## src/rtl/serial_cfg_tx_if.sv

```systemverilog
// Handshake and serial-wire bundle for the configuration link transmitter.
// The master is the host that requests transfers; the slave is the transmitter.
interface serial_cfg_tx_if #(
  parameter int unsigned WIDTH = 52
);
  logic             start;
  logic [WIDTH-1:0] data_in;
  logic             busy;
  logic             done;
  logic             sen;
  logic             sclk;
  logic             sdata;

  modport master (
    output start, data_in,
    input  busy, done, sen, sclk, sdata
  );

  modport slave (
    input  start, data_in,
    output busy, done, sen, sclk, sdata
  );
endinterface

```

## src/rtl/serial_cfg_tx.sv

```systemverilog
// Serializes a WIDTH-bit word LSB-first onto sen/sclk/sdata. The sclk phase length
// is chosen so that a receiver behind 3-flop synchronizers sees every edge.
module serial_cfg_tx #(
  parameter int unsigned WIDTH       = 52,
  parameter int unsigned HALF_PERIOD = 4
) (
  input  logic             clk,
  input  logic             rst,
  serial_cfg_tx_if.slave   bus
);
  localparam int unsigned PW = $clog2(HALF_PERIOD);
  localparam int unsigned BW = $clog2(WIDTH);

  typedef enum logic [2:0] {IDLE, LOW, HIGH, TRAIL, GAP} state_t;

  state_t           state;
  logic [PW-1:0]    phase;
  logic [BW-1:0]    idx;
  logic [WIDTH-1:0] sh;
  logic             sen_r;
  logic             sclk_r;
  logic             sdata_r;
  logic             busy_r;
  logic             done_r;
  logic             phase_end;

  assign phase_end = (phase == PW'(HALF_PERIOD - 1));

  assign bus.sen   = sen_r;
  assign bus.sclk  = sclk_r;
  assign bus.sdata = sdata_r;
  assign bus.busy  = busy_r;
  assign bus.done  = done_r;

  // sh holds the bits still to be sent after the one currently on sdata.
  always_ff @(posedge clk) begin
    if (rst) begin
      state   <= IDLE;
      phase   <= '0;
      idx     <= '0;
      sh      <= '0;
      sen_r   <= 1'b0;
      sclk_r  <= 1'b0;
      sdata_r <= 1'b0;
      busy_r  <= 1'b0;
      done_r  <= 1'b0;
    end else begin
      done_r <= 1'b0;
      case (state)
        IDLE: begin
          if (bus.start) begin
            sh      <= {1'b0, bus.data_in[WIDTH-1:1]};
            sdata_r <= bus.data_in[0];
            idx     <= '0;
            phase   <= '0;
            sen_r   <= 1'b1;
            sclk_r  <= 1'b0;
            busy_r  <= 1'b1;
            state   <= LOW;
          end
        end
        LOW: begin
          if (phase_end) begin
            phase  <= '0;
            sclk_r <= 1'b1;
            state  <= HIGH;
          end else begin
            phase <= phase + PW'(1);
          end
        end
        HIGH: begin
          if (phase_end) begin
            phase  <= '0;
            sclk_r <= 1'b0;
            // Data moves on the falling edge so it is stable across the next rise.
            if (idx != BW'(WIDTH - 1)) begin
              sdata_r <= sh[0];
              sh      <= {1'b0, sh[WIDTH-1:1]};
              idx     <= idx + BW'(1);
              state   <= LOW;
            end else begin
              sdata_r <= 1'b0;
              state   <= TRAIL;
            end
          end else begin
            phase <= phase + PW'(1);
          end
        end
        TRAIL: begin
          if (phase_end) begin
            phase  <= '0;
            sen_r  <= 1'b0;
            done_r <= 1'b1;
            state  <= GAP;
          end else begin
            phase <= phase + PW'(1);
          end
        end
        GAP: begin
          if (phase_end) begin
            phase  <= '0;
            busy_r <= 1'b0;
            state  <= IDLE;
          end else begin
            phase <= phase + PW'(1);
          end
        end
        default: state <= IDLE;
      endcase
    end
  end
endmodule

```

## src/flat_wrapper.sv

```systemverilog
// flat-port wrapper written by rule: the top's interface ports become plain ports
module serial_cfg_tx_flat 
#(
  parameter int unsigned WIDTH       = 52,
  parameter int unsigned HALF_PERIOD = 4
)
  (clk, rst, bus_start, bus_data_in, bus_busy, bus_done, bus_sen, bus_sclk, bus_sdata);
  serial_cfg_tx_if #(.WIDTH(WIDTH)) bus_i ();
  input  logic clk;
  input  logic rst;
  input wire logic [$bits(bus_i.start)-1:0] bus_start;
  input wire logic [$bits(bus_i.data_in)-1:0] bus_data_in;
  output wire logic [$bits(bus_i.busy)-1:0] bus_busy;
  output wire logic [$bits(bus_i.done)-1:0] bus_done;
  output wire logic [$bits(bus_i.sen)-1:0] bus_sen;
  output wire logic [$bits(bus_i.sclk)-1:0] bus_sclk;
  output wire logic [$bits(bus_i.sdata)-1:0] bus_sdata;
  assign bus_i.start = bus_start;
  assign bus_i.data_in = bus_data_in;
  assign bus_busy = bus_i.busy;
  assign bus_done = bus_i.done;
  assign bus_sen = bus_i.sen;
  assign bus_sclk = bus_i.sclk;
  assign bus_sdata = bus_i.sdata;
  serial_cfg_tx #(.WIDTH(WIDTH), .HALF_PERIOD(HALF_PERIOD)) u_core (.clk(clk), .rst(rst), .bus(bus_i));
endmodule
```

## config.mk

```make
export PLATFORM = sky130hd
export DESIGN_NAME = serial_cfg_tx_flat
export DESIGN_NICKNAME = d
export VERILOG_FILES = /design/src/rtl/serial_cfg_tx_if.sv /design/src/rtl/serial_cfg_tx.sv /design/src/flat_wrapper.sv
export SDC_FILE = /design/constraint.sdc
export NUM_CORES = 1
export LEC_CHECK = 0
export ABC_AREA = 1
export BUFFER_PORTS_ARGS = -buffer_cell sky130_fd_sc_hd__buf_2
export CAP_MARGIN = 20
export CORE_MARGIN = 10
export CORE_UTILIZATION = 30
export DETAILED_ROUTE_END_ITERATION = 7
export GPL_TIMING_DRIVEN = 0
export PLACE_DENSITY = 0.49
export SLEW_MARGIN = 0
export SYNTH_ARGS = -nofsm -noshare
export SYNTH_HDL_FRONTEND = slang
export SYNTH_SLANG_ARGS = --single-unit
```

## constraint.sdc

```tcl
create_clock -name clk -period 2.3 [get_ports clk]
set_input_delay 0.46 -clock clk [delete_from_list [all_inputs] [get_ports clk]]
set_output_delay 0.46 -clock clk [all_outputs]
set_load 0.005 [all_outputs]
```

==> flow_summary.ini, run 1 <==
[run_status]
outcome = complete, no violations

[detailed_routing]
vias = 3762
drc = 0
routed_wl_um = 9820
firstDrtPassIters = 4
drt-wirelength-per-cell_um = 11.3
detail-route-antenna-nets = 0
drtIter0Drc = 204
vias_per_cell = 4.32

[timing]
fin_crit_sh_pct = 70.8
slew_headroom_pct = 62.7
worst_pin_slew_ns = 0.559
holdWs_ns = 0.461
slew_violations = 0
rsz0062_at_grt = false
tns_ns = 0
finalSetupViolCount = 0
hold_viol_final = 0
post-route-min-period_ns = 1.63
clock.fmax_mhz = 615
fin_skew_ns = 0.00711

[cells_and_area]
fillerInstances = 1364
syn_to_final_growth_pct = 21.4
n_antenna_cell = 0
nNetsFinal = 756
drive_gt1_share_pct = 16.1

[grt]
grt_use_total_pct = 11.7
antenna_found_initial = 0
grt_pass1_vias = 3649
grt-ovfl-total = 0
grt_max_degree = 11
grt_pass1_wl_um = 17000

[synth]
synth_xor_area_share_pct = 0.234
synth_edf_count = 0
synth_mux_area_share_pct = 0
yosysUniqueCellTypes = 26
synth_seq_cells = 67
ys.warnings.count = 0
synthArstFlopShare_pct = 0
avgSynthCellArea_um2 = 5.94
syn-instance-count = 629
synth.area.top_cells = dfxtp_1 36%, nand2_1 23%, nor2_1 12%, nand3_1 9.5%, inv_1 6.5%
ys.flop_type = dfxtp_1
synthSimpleGateAreaFrac_pct = 47.1
syn_area_um2 = 3740
syn_nets = 687
yosysTopAreaCell = dfxtp_1
synth_top_family_by_area = simple AND/OR/NAND/NOR gates
synth_compound_area_share_pct = 2.54
synth_top_area_share_pct = 35.9
seq_area_frac_synth_pct = 35.9
synthAdderAreaFrac_pct = 1.00

[cts]
cts_made_buffers = 9
post_cts.repair.setup_buffers = 0
cts-resized-gates = 0
clk_pin_slew_worst_paths_ns = 0.06
root_buffer = clkbuf_16
cts_tree = done
clk_latency_ns = 0.34
cts.sinks = 67
htreeDepth = 3
clock_path_buffers = 2
hold_buffers = 0

[die]
fp-row-count = 40
design.die.area_um2 = 17300
start_util_pct = 30.9
core_um2 = 12100
die_w_um = 132
die_h_um = 132
pin_count = 60

[setup_path]
reg2regPathDepth = 10
crit_type = register to register
worstSetupStartpointType = register
cp-end-kind = register
reg2reg_setup_slack_ns = 0.67
r2r_start = u_core.phase[0]
worst-path-max-fanout = 10
required_ns = 2.57
rr_endpoint = u_core.sh[18]
crit_arrival_ns = 1.90

[hold_path]
hold_depth = 5
min_path_type = input pin to register
min-delay-start = bus_data_in[0]
holdPathEnd = u_core.bus.sdata

[placed_design]
io_buffer_count = 58
place.gp.congestion = 0.767
detailed_place_hpwl_um = 7020

[power_and_ir_drop]
power_mw = 5.75
p_leak_nw = 2.49
vdd_drop_max_mv = 0.392
power.density_nw_per_um2 = 1270

[run]
maxCapViolCount = 0
[cells in the mapped netlist, types with 3 or more instances]
| cell type | n |
|---|---|
| buf_6 | 5 |
| nand2_1 | 231 |
| ha_1 | 3 |
| inv_1 | 65 |
| a21oi_1 | 8 |
| clkbuf_1 | 5 |
| nand3_1 | 71 |
| buf_4 | 13 |
| buf_2 | 11 |
| o21ai_0 | 4 |
| inv_2 | 3 |
| dfxtp_1 | 67 |
| nor2_1 | 123 |
| nand2_2 | 4 |
[power breakdown]
part	internal, mW	switching [mW]	leakage [nW]
clock network	0.869	0.506	0.151
logic	0.997	1.61	1.79
registers	1.55	0.219	0.554
total	3.42	2.34	2.49
[stage by stage]
stage          utilization (%)  cell area [µm²]  setup WS, ns  instances
2_1_floorplan                -             3740         0.820        629
3_5_place_dp              35.0             4240         0.344        855
3_3_place_gp              35.0             4240         0.369        855
4_1_cts                   37.5             4540         0.653        870
5_1_grt                   37.5             4540         0.471        870
6_report                  37.5             4540         0.673        870
[cell usage in the layout, fill, tap and decap left out, types with 3 or more instances in the layout]
master,count
a21oi_1,8
buf_2,69
buf_4,13
buf_6,5
clkbuf_1,5
clkbuf_16,9
clkbuf_8,5
dfxtp_1,67
ha_1,3
inv_1,65
inv_2,3
nand2_1,231
nand2_2,4
nand3_1,71
nor2_1,123
o21ai_0,4
[how the worst max path moves through the flow]
| stage | startpoint | endpoint | depth (start not counted) |
|---|---|---|---|
| final | u_core.phase[0] | u_core.sh[18] | 10 |
| after global routing | u_core.phase[0] | u_core.sh[1] | 10 |
| after CTS | u_core.phase[0] | u_core.sh[1] | 10 |
| after detailed placement | rst | u_core.sh[15] | 6 |
| after global placement | rst | u_core.sh[12] | 6 |
| after floorplan | rst | u_core.sh[10] | 6 |
[state kept, by name, summed over array words and instances (netlist names), 2 cells and up]
signal,cells
u_core.sh,51
u_core.idx,6
u_core.phase,2
u_core.state,3
[layout make-up]
class                           count  area [µm²]  share of cell area (%)
Tap cell                          168         210                    4.63
Clock inverter                      1        5.00                   0.110
Clock buffer                       14         294                    6.48
Timing Repair Buffer               58         290                    6.40
Multi-Input combinational cell    457        1900                    41.9
Inverter                           69         262                    5.76
Buffer                             36         235                    5.18
Sequential cell                    67        1340                    29.6
[worst max-delay path: stages, from the launching register on]
cell	delay, ns
dfxtp_1	0.38
ha_1	0.24
inv_1	0.07
nand3_1	0.12
nand2_1	0.08
inv_2	0.11
nand2_2	0.09
inv_4	0.12
buf_4	0.20
nor2_1	0.05
nor2_1	0.10
[routing by layer]
metal	vias up	share of wire [%]	global-route usage, %
met5	-	0	0
met4	0	0.95	5.38
met3	9	4.6	2.97
met2	69	47	18.3
met1	1645	48	14.8
li1	2039	-	-
[kinds of logic after synthesis]
group,count (synthesis)
AND/OR/NAND/NOR,436
buffers and inverters,105
flip-flops,67
AO/OA/AOI/OAI,17
adder cells (fa/ha/maj),3
XOR/XNOR,1
Note: power is estimated with default switching activity, not from simulation.
==> inputs of run 2 (changes only) <==
--- a/config.mk
+++ b/config.mk
@@ -5,7 +5,7 @@
 export SDC_FILE = /design/constraint.sdc
 export NUM_CORES = 1
 export LEC_CHECK = 0
-export ABC_AREA = 1
+export ABC_AREA = 0
 export BUFFER_PORTS_ARGS = -buffer_cell sky130_fd_sc_hd__buf_2
 export CAP_MARGIN = 20
 export CORE_MARGIN = 10
==> constraint.sdc (replaced) <==
create_clock -name clk -period 1.6 [get_ports clk]
set_input_delay 0.32 -clock clk [delete_from_list [all_inputs] [get_ports clk]]
set_output_delay 0.32 -clock clk [all_outputs]
set_load 0.005 [all_outputs]
==> run 2 against run 1 <==
Compared with the run above:
- maximum frequency rose by 2.8%
- design area rose by 2.6%
- synthesized area fell by 13%
- die area fell by 12%
- synthesized cell count fell by 47%
- first-iteration DRC count fell by 36%
- non-clock buffer count rose by 15
- final cell count fell by 36%
- critical path depth fell by 3
- global-route usage barely moved
- register-to-register slack got worse by 0.66 ns
==> flow_summary.ini, run 2 <==
[run_status]
outcome = complete, no violations

[power_and_ir_drop]
pwr-share-seq_pct = 47.4
p_clk_share_pct = 37.3
p_leak_nw = 1.61
p_sw_mw = 1.02
power.density_nw_per_um2 = 847
intPower_mw = 2.92
switching_share_pct = 25.9
power_mw = 3.94
vdd_drop_max_mv = 0.392
power_frac_comb_pct = 15.3

[cells_and_area]
post-route-util_pct = 44.7
largest_reg_flops = 51
largestRegisters = u_core.sh x51, u_core.idx x6, u_core.state x3
n_antenna_cell = 0
top_register = u_core.sh
syn_to_final_growth_pct = 43.9
mostFrequentLayoutCell = dfxtp_1
layout_common_cells = 60 x dfxtp_1, 59 x buf_2, 52 x mux2i_1
multi_input_comb_area_um2 = 2110
fillerInstances = 1024
final-seq-area_um2 = 1360
fin_cells = 558
nNetsFinal = 477
drive_gt1_share_pct = 46.7

[detailed_routing]
drt-wirelength-per-cell_um = 17.0
drc = 0
detail-route-antenna-nets = 0
drtIter0Drc = 131
vias = 2909
vias_per_cell = 5.21
routed_wl_um = 9510
firstDrtPassIters = 4

[placed_design]
io_buffer_count = 58
detailed_place_hpwl_um = 6180
dp.cells = 527
place.gp.congestion = 0.767

[synth]
ys.flop_type = dfxtp_1
yosysUniqueCellTypes = 38
syn-instance-count = 333
syn_nets = 391
synth.area.top_cells = dfxtp_1 41%, mux2i_1 16%, a211oi_1 10%, nor3_1 8.0%, a211oi_2 3.9%
synth_most_common_cell = dfxtp_1
synth_top_area_share_pct = 41.5
synth_seq_cells = 67
synthArstFlopShare_pct = 0
avgSynthCellArea_um2 = 9.71
syn_area_um2 = 3230
yosysTopAreaCell = dfxtp_1
ys.warnings.count = 0
synth_edf_count = 0
synth_commonest_cells = 67 x dfxtp_1, 52 x mux2i_1, 52 x nor3_1
seq_area_frac_synth_pct = 41.5

[grt]
grt_use_total_pct = 11.7
antenna_found_initial = 0
grt-ovfl-total = 0
grt_max_degree = 11
grt_pass1_wl_um = 14400
grt_pass1_vias = 2789

[timing]
holdWs_ns = 0.257
fin_skew_ns = 0.00989
hold_viol_final = 0
slew_headroom_pct = 53.6
fin_crit_sh_pct = 98.9
worst_pin_slew_ns = 0.696
tns_ns = 0
post-route-min-period_ns = 1.58
rsz0062_at_grt = true
slew_violations = 0
finalSetupViolCount = 0
clock.fmax_mhz = 632

[cts]
clock_path_buffers = 2
root_buffer = clkbuf_8
clk_latency_ns = 0.34
cts_made_buffers = 9
cts.sinks = 67
htreeDepth = 3
cts_tree = done
clk_pin_slew_worst_paths_ns = 0.07

[setup_path]
worstSetupStartpointType = register
cp-end-kind = register
worst-path-max-fanout = 10
required_ns = 1.85
crit_arrival_ns = 1.84
crit_type = register to register

[die]
die_w_um = 124
core_um2 = 10400
fp-row-count = 37
start_util_pct = 31.1
design.die.area_um2 = 15300
die_h_um = 124
pin_count = 60

[run]
maxCapViolCount = 0

[hold_path]
min_path_type = input pin to register
run 2: cell types whose count changed after synthesis, moves of 10 or more:
cell	before	now
nor3_1	2	52
a211oi_1	1	44
nand3_1	71	7
nor2_1	123	8
a211oi_2	0	10
mux2i_1	0	52
clkbuf_1	5	16
inv_1	65	3
nand2_1	231	8
run 2: final timing paths:
path / startpoint / to / slack, ns / cells past startpoint
worst min-delay path: bus_data_in[51] / u_core.sh[50] / 0.26 / 3
worst max register to register: u_core.idx[0] / u_core.sh[7] / 0.02 / 7
worst max-delay path: u_core.idx[0] / u_core.sh[7] / 0.02 / 7
worst min register to register: u_core.bus.sclk / u_core.bus.sclk / 0.50 / 2
run 2: cell type report:
class | count | area share [%]
tap | 136 | 3.66
buffer | 34 | 7.20
timing repair buffer | 75 | 10.2
multi-input combinational | 229 | 45.3
clock inverter | 2 | 0.753
inverter | 3 | 0.242
sequential | 67 | 29.2
clock buffer | 12 | 3.55
run 2: repair_timing:
item / 4_1_cts / 5_1_grt
setup buffers: 6 / 9
hold buffers: 0 / 0
endpoints found under the setup margin: 56 / 58
gates cloned: 1 / 2
pin swaps: 1 / 26
resized for setup: 41 / 104
run 2: kinds of logic after synthesis:
family | Yosys count | synth area share [%]
adders and majority gates | 3 | 1.16
AOI/OAI and AO/OA | 78 | 19.0
and+or+nand+nor | 96 | 16.7
DFF | 67 | 41.5
buffers and inverters | 37 | 5.65
muxes | 52 | 16.1
run 2: through the flow:
step	instance area [µm²]	worst slack (ns)
6_report	4650	0.0170
3_5_place_dp	3700	-0.418
3_3_place_gp	3700	-0.450
5_1_grt	4650	-0.0448
4_1_cts	4100	0.000742
2_1_floorplan	3240	0.00573
run 2: per-layer routing:
layer,wire length [µm],vias to the layer above,global-route usage (%)
met5,0,-,0
met4,159,0,4.73
met3,373,16,2.44
met2,4570,44,18.7
met1,4410,1411,15.1
li1,-,1438,-
run 2: power groups by stage:
stage                     registers (mW)  clock network [mW]  logic [mW]
after floorplan                     1.87                   0       0.316
after global placement              1.89                   0       0.457
after detailed placement            1.89                   0       0.464
after CTS                           1.85                1.51       0.486
after global routing                1.88                1.59       0.660
final                               1.87                1.47       0.605
run 2: worst max-delay path: stages, from the launching register on:
cell      delay, ns
dfxtp_4        0.37
ha_4           0.17
and4bb_4       0.23
a21oi_4        0.15
buf_12         0.17
buf_12         0.14
nor3_1         0.05
a211oi_1       0.21
==> inputs of run 3 (changes only) <==
==> constraint.sdc (replaced) <==
create_clock -name clk -period 1.6 [get_ports clk]
set_input_delay 0.24 -clock clk [delete_from_list [all_inputs] [get_ports clk]]
set_output_delay 0.24 -clock clk [all_outputs]
set_load 0.005 [all_outputs]
==> run 3 against run 2 <==
Compared with the run above:
- flip-flop and latch count stayed put
- wire length down 0.86%
- utilization is 0.50 points lower
- sequential share of layout area is 0.33 points higher
- maximum frequency rose by 0.59%
- combinational power hardly changed
- clock-buffer cell count did not move
- final cell count is 0.36% lower
- non-clock buffer count is 2 lower
- die area unchanged
- via count shrank 0.41%
- register-to-register slack hardly changed
==> flow_summary.ini, run 3 (synthesis gave the netlist of run 2 again) <==
[die]
pin_count = 60
start_util_pct = 31.1
die_w_um = 124
die_h_um = 124
core_um2 = 10400
fp-row-count = 37
design.die.area_um2 = 15300

[timing]
clock.fmax_mhz = 635
worst_pin_slew_ns = 0.711
holdWs_ns = 0.175
rsz0062_at_grt = true
fin_skew_ns = 0.00982
finalSetupViolCount = 0
fin_crit_sh_pct = 98.4
hold_viol_final = 0
tns_ns = 0
slew_headroom_pct = 52.6
post-route-min-period_ns = 1.57
slew_violations = 0

[placed_design]
dpl_cell_area_um2 = 3700
io_buffer_count = 58
place.gp.congestion = 0.767
detailed_place_hpwl_um = 6180

[detailed_routing]
drtIter0Drc = 188
drt-wirelength-per-cell_um = 17.0
routed_wl_um = 9430
detail-route-antenna-nets = 0
vias_per_cell = 5.21
vias = 2897
firstDrtPassIters = 4
drc = 0

[setup_path]
cp_cell_sequence = ha_4 > and4bb_4 > a21oi_4 > buf_12 > buf_12 > nor3_2 > a211oi_2
required_ns = 1.80
cpMostUsedCell = buf_12
critical_path.slowest_cell = dfxtp_4
cp_num_buf_inv = 2
worst-path-max-fanout = 10
reg2reg_setup_slack_ns = 0.03
worstSetupStartpointType = register
crit_arrival_ns = 1.78
slowest_delay_ns = 0.38
cp-end-kind = register
crit_family = simple AND/OR/NAND/NOR gates
crit_type = register to register

[power_and_ir_drop]
power_mw = 3.94
power.density_nw_per_um2 = 857
p_leak_nw = 1.58
vdd_drop_max_mv = 0.393

[cts]
cts.sinks = 67
htreeDepth = 3
clock_path_buffers = 2
clk_pin_slew_worst_paths_ns = 0.07
cts_tree = done
hold_buffers = 0
cts_made_buffers = 9
clk_latency_ns = 0.34
root_buffer = clkbuf_8

[grt]
antenna_found_initial = 0
grt_max_degree = 11
grt_use_total_pct = 11.7
grt_pass1_vias = 2789
grt_pass1_wl_um = 14400
grt-ovfl-total = 0

[cells_and_area]
syn_to_final_growth_pct = 42.3
n_antenna_cell = 0
largest_reg_flops = 51
drive_gt1_share_pct = 46.4
nNetsFinal = 475
mostFrequentLayoutCell = dfxtp_1
layout_common_cells = 60 x dfxtp_1, 59 x buf_2, 52 x mux2i_1
top_register = u_core.sh
fillerInstances = 1030
largestRegisters = u_core.sh x51, u_core.idx x6, u_core.state x3
final_area_um2 = 4600

[hold_path]
min_path_type = input pin to register

[run_status]
outcome = complete, no violations

[run]
maxCapViolCount = 0
run 3: cell count changes in the layout (fill, tap and decap cells not counted), sizes merged:
cell	before	now
buf	91	90
clkbuf	30	29
run 3: path summary, 6_finish.rpt:
| path | from | to | depth (start not counted) |
|---|---|---|---|
| min reg2reg | u_core.idx[0] | u_core.idx[0] | 1 |
| min | bus_data_in[51] | u_core.sh[50] | 3 |
| max | u_core.idx[0] | u_core.sh[44] | 7 |
| max reg2reg | u_core.idx[0] | u_core.sh[44] | 7 |
run 3: what timing repair did:
| action | in CTS | in global routing |
|---|---|---|
| endpoints found under the setup margin | 56 | 57 |
| gates resized for setup | 41 | 102 |
| pin swaps | 1 | 25 |
| cloned | 1 | 1 |
| setup buffers | 6 | 8 |
run 3: report_power, final:
part	internal, mW	total, mW	switching (mW)
sequential	1.78	1.87	0.0849
clock	0.829	1.47	0.643
combinational	0.314	0.604	0.290
run 3: per-stage QoR:
stage | cells | utilization (%) | setup slack [ns]
CTS | 548 | 39.4 | 0.000742
global placement | 527 | 35.5 | -0.450
finish | 556 | 44.2 | 0.0264
global route | 556 | 44.2 | -0.0379
floorplan | 333 | - | 0.00573
detailed placement | 527 | 35.5 | -0.418
run 3: final cells by class:
class / instances / area, µm² / share of cell area, %
tap: 136 / 170 / 3.70
clock buffer: 12 / 165 / 3.59
timing repair buffer: 73 / 437 / 9.49
buffer: 34 / 333 / 7.23
multi-input combinational: 229 / 2090 / 45.5
sequential: 67 / 1360 / 29.5
inverter: 3 / 11.3 / 0.245
clock inverter: 2 / 35.0 / 0.761
run 3: worst register-to-register path, stage by stage, from the launching register on:
cell and delay, ns:
dfxtp_4 0.38, ha_4 0.16, and4bb_4 0.30, a21oi_4 0.07, buf_12 0.17, buf_12 0.14, nor3_2 0.16, a211oi_2 0.06
run 3: per-layer routing:
metal  vias up  global-route usage [%]  wire length, µm
met2        43                    18.7             4510
li1       1436                       -                -
met4         0                    4.73              175
met3        16                    2.44              383
met1      1402                    15.1             4360
met5         -                       0                0
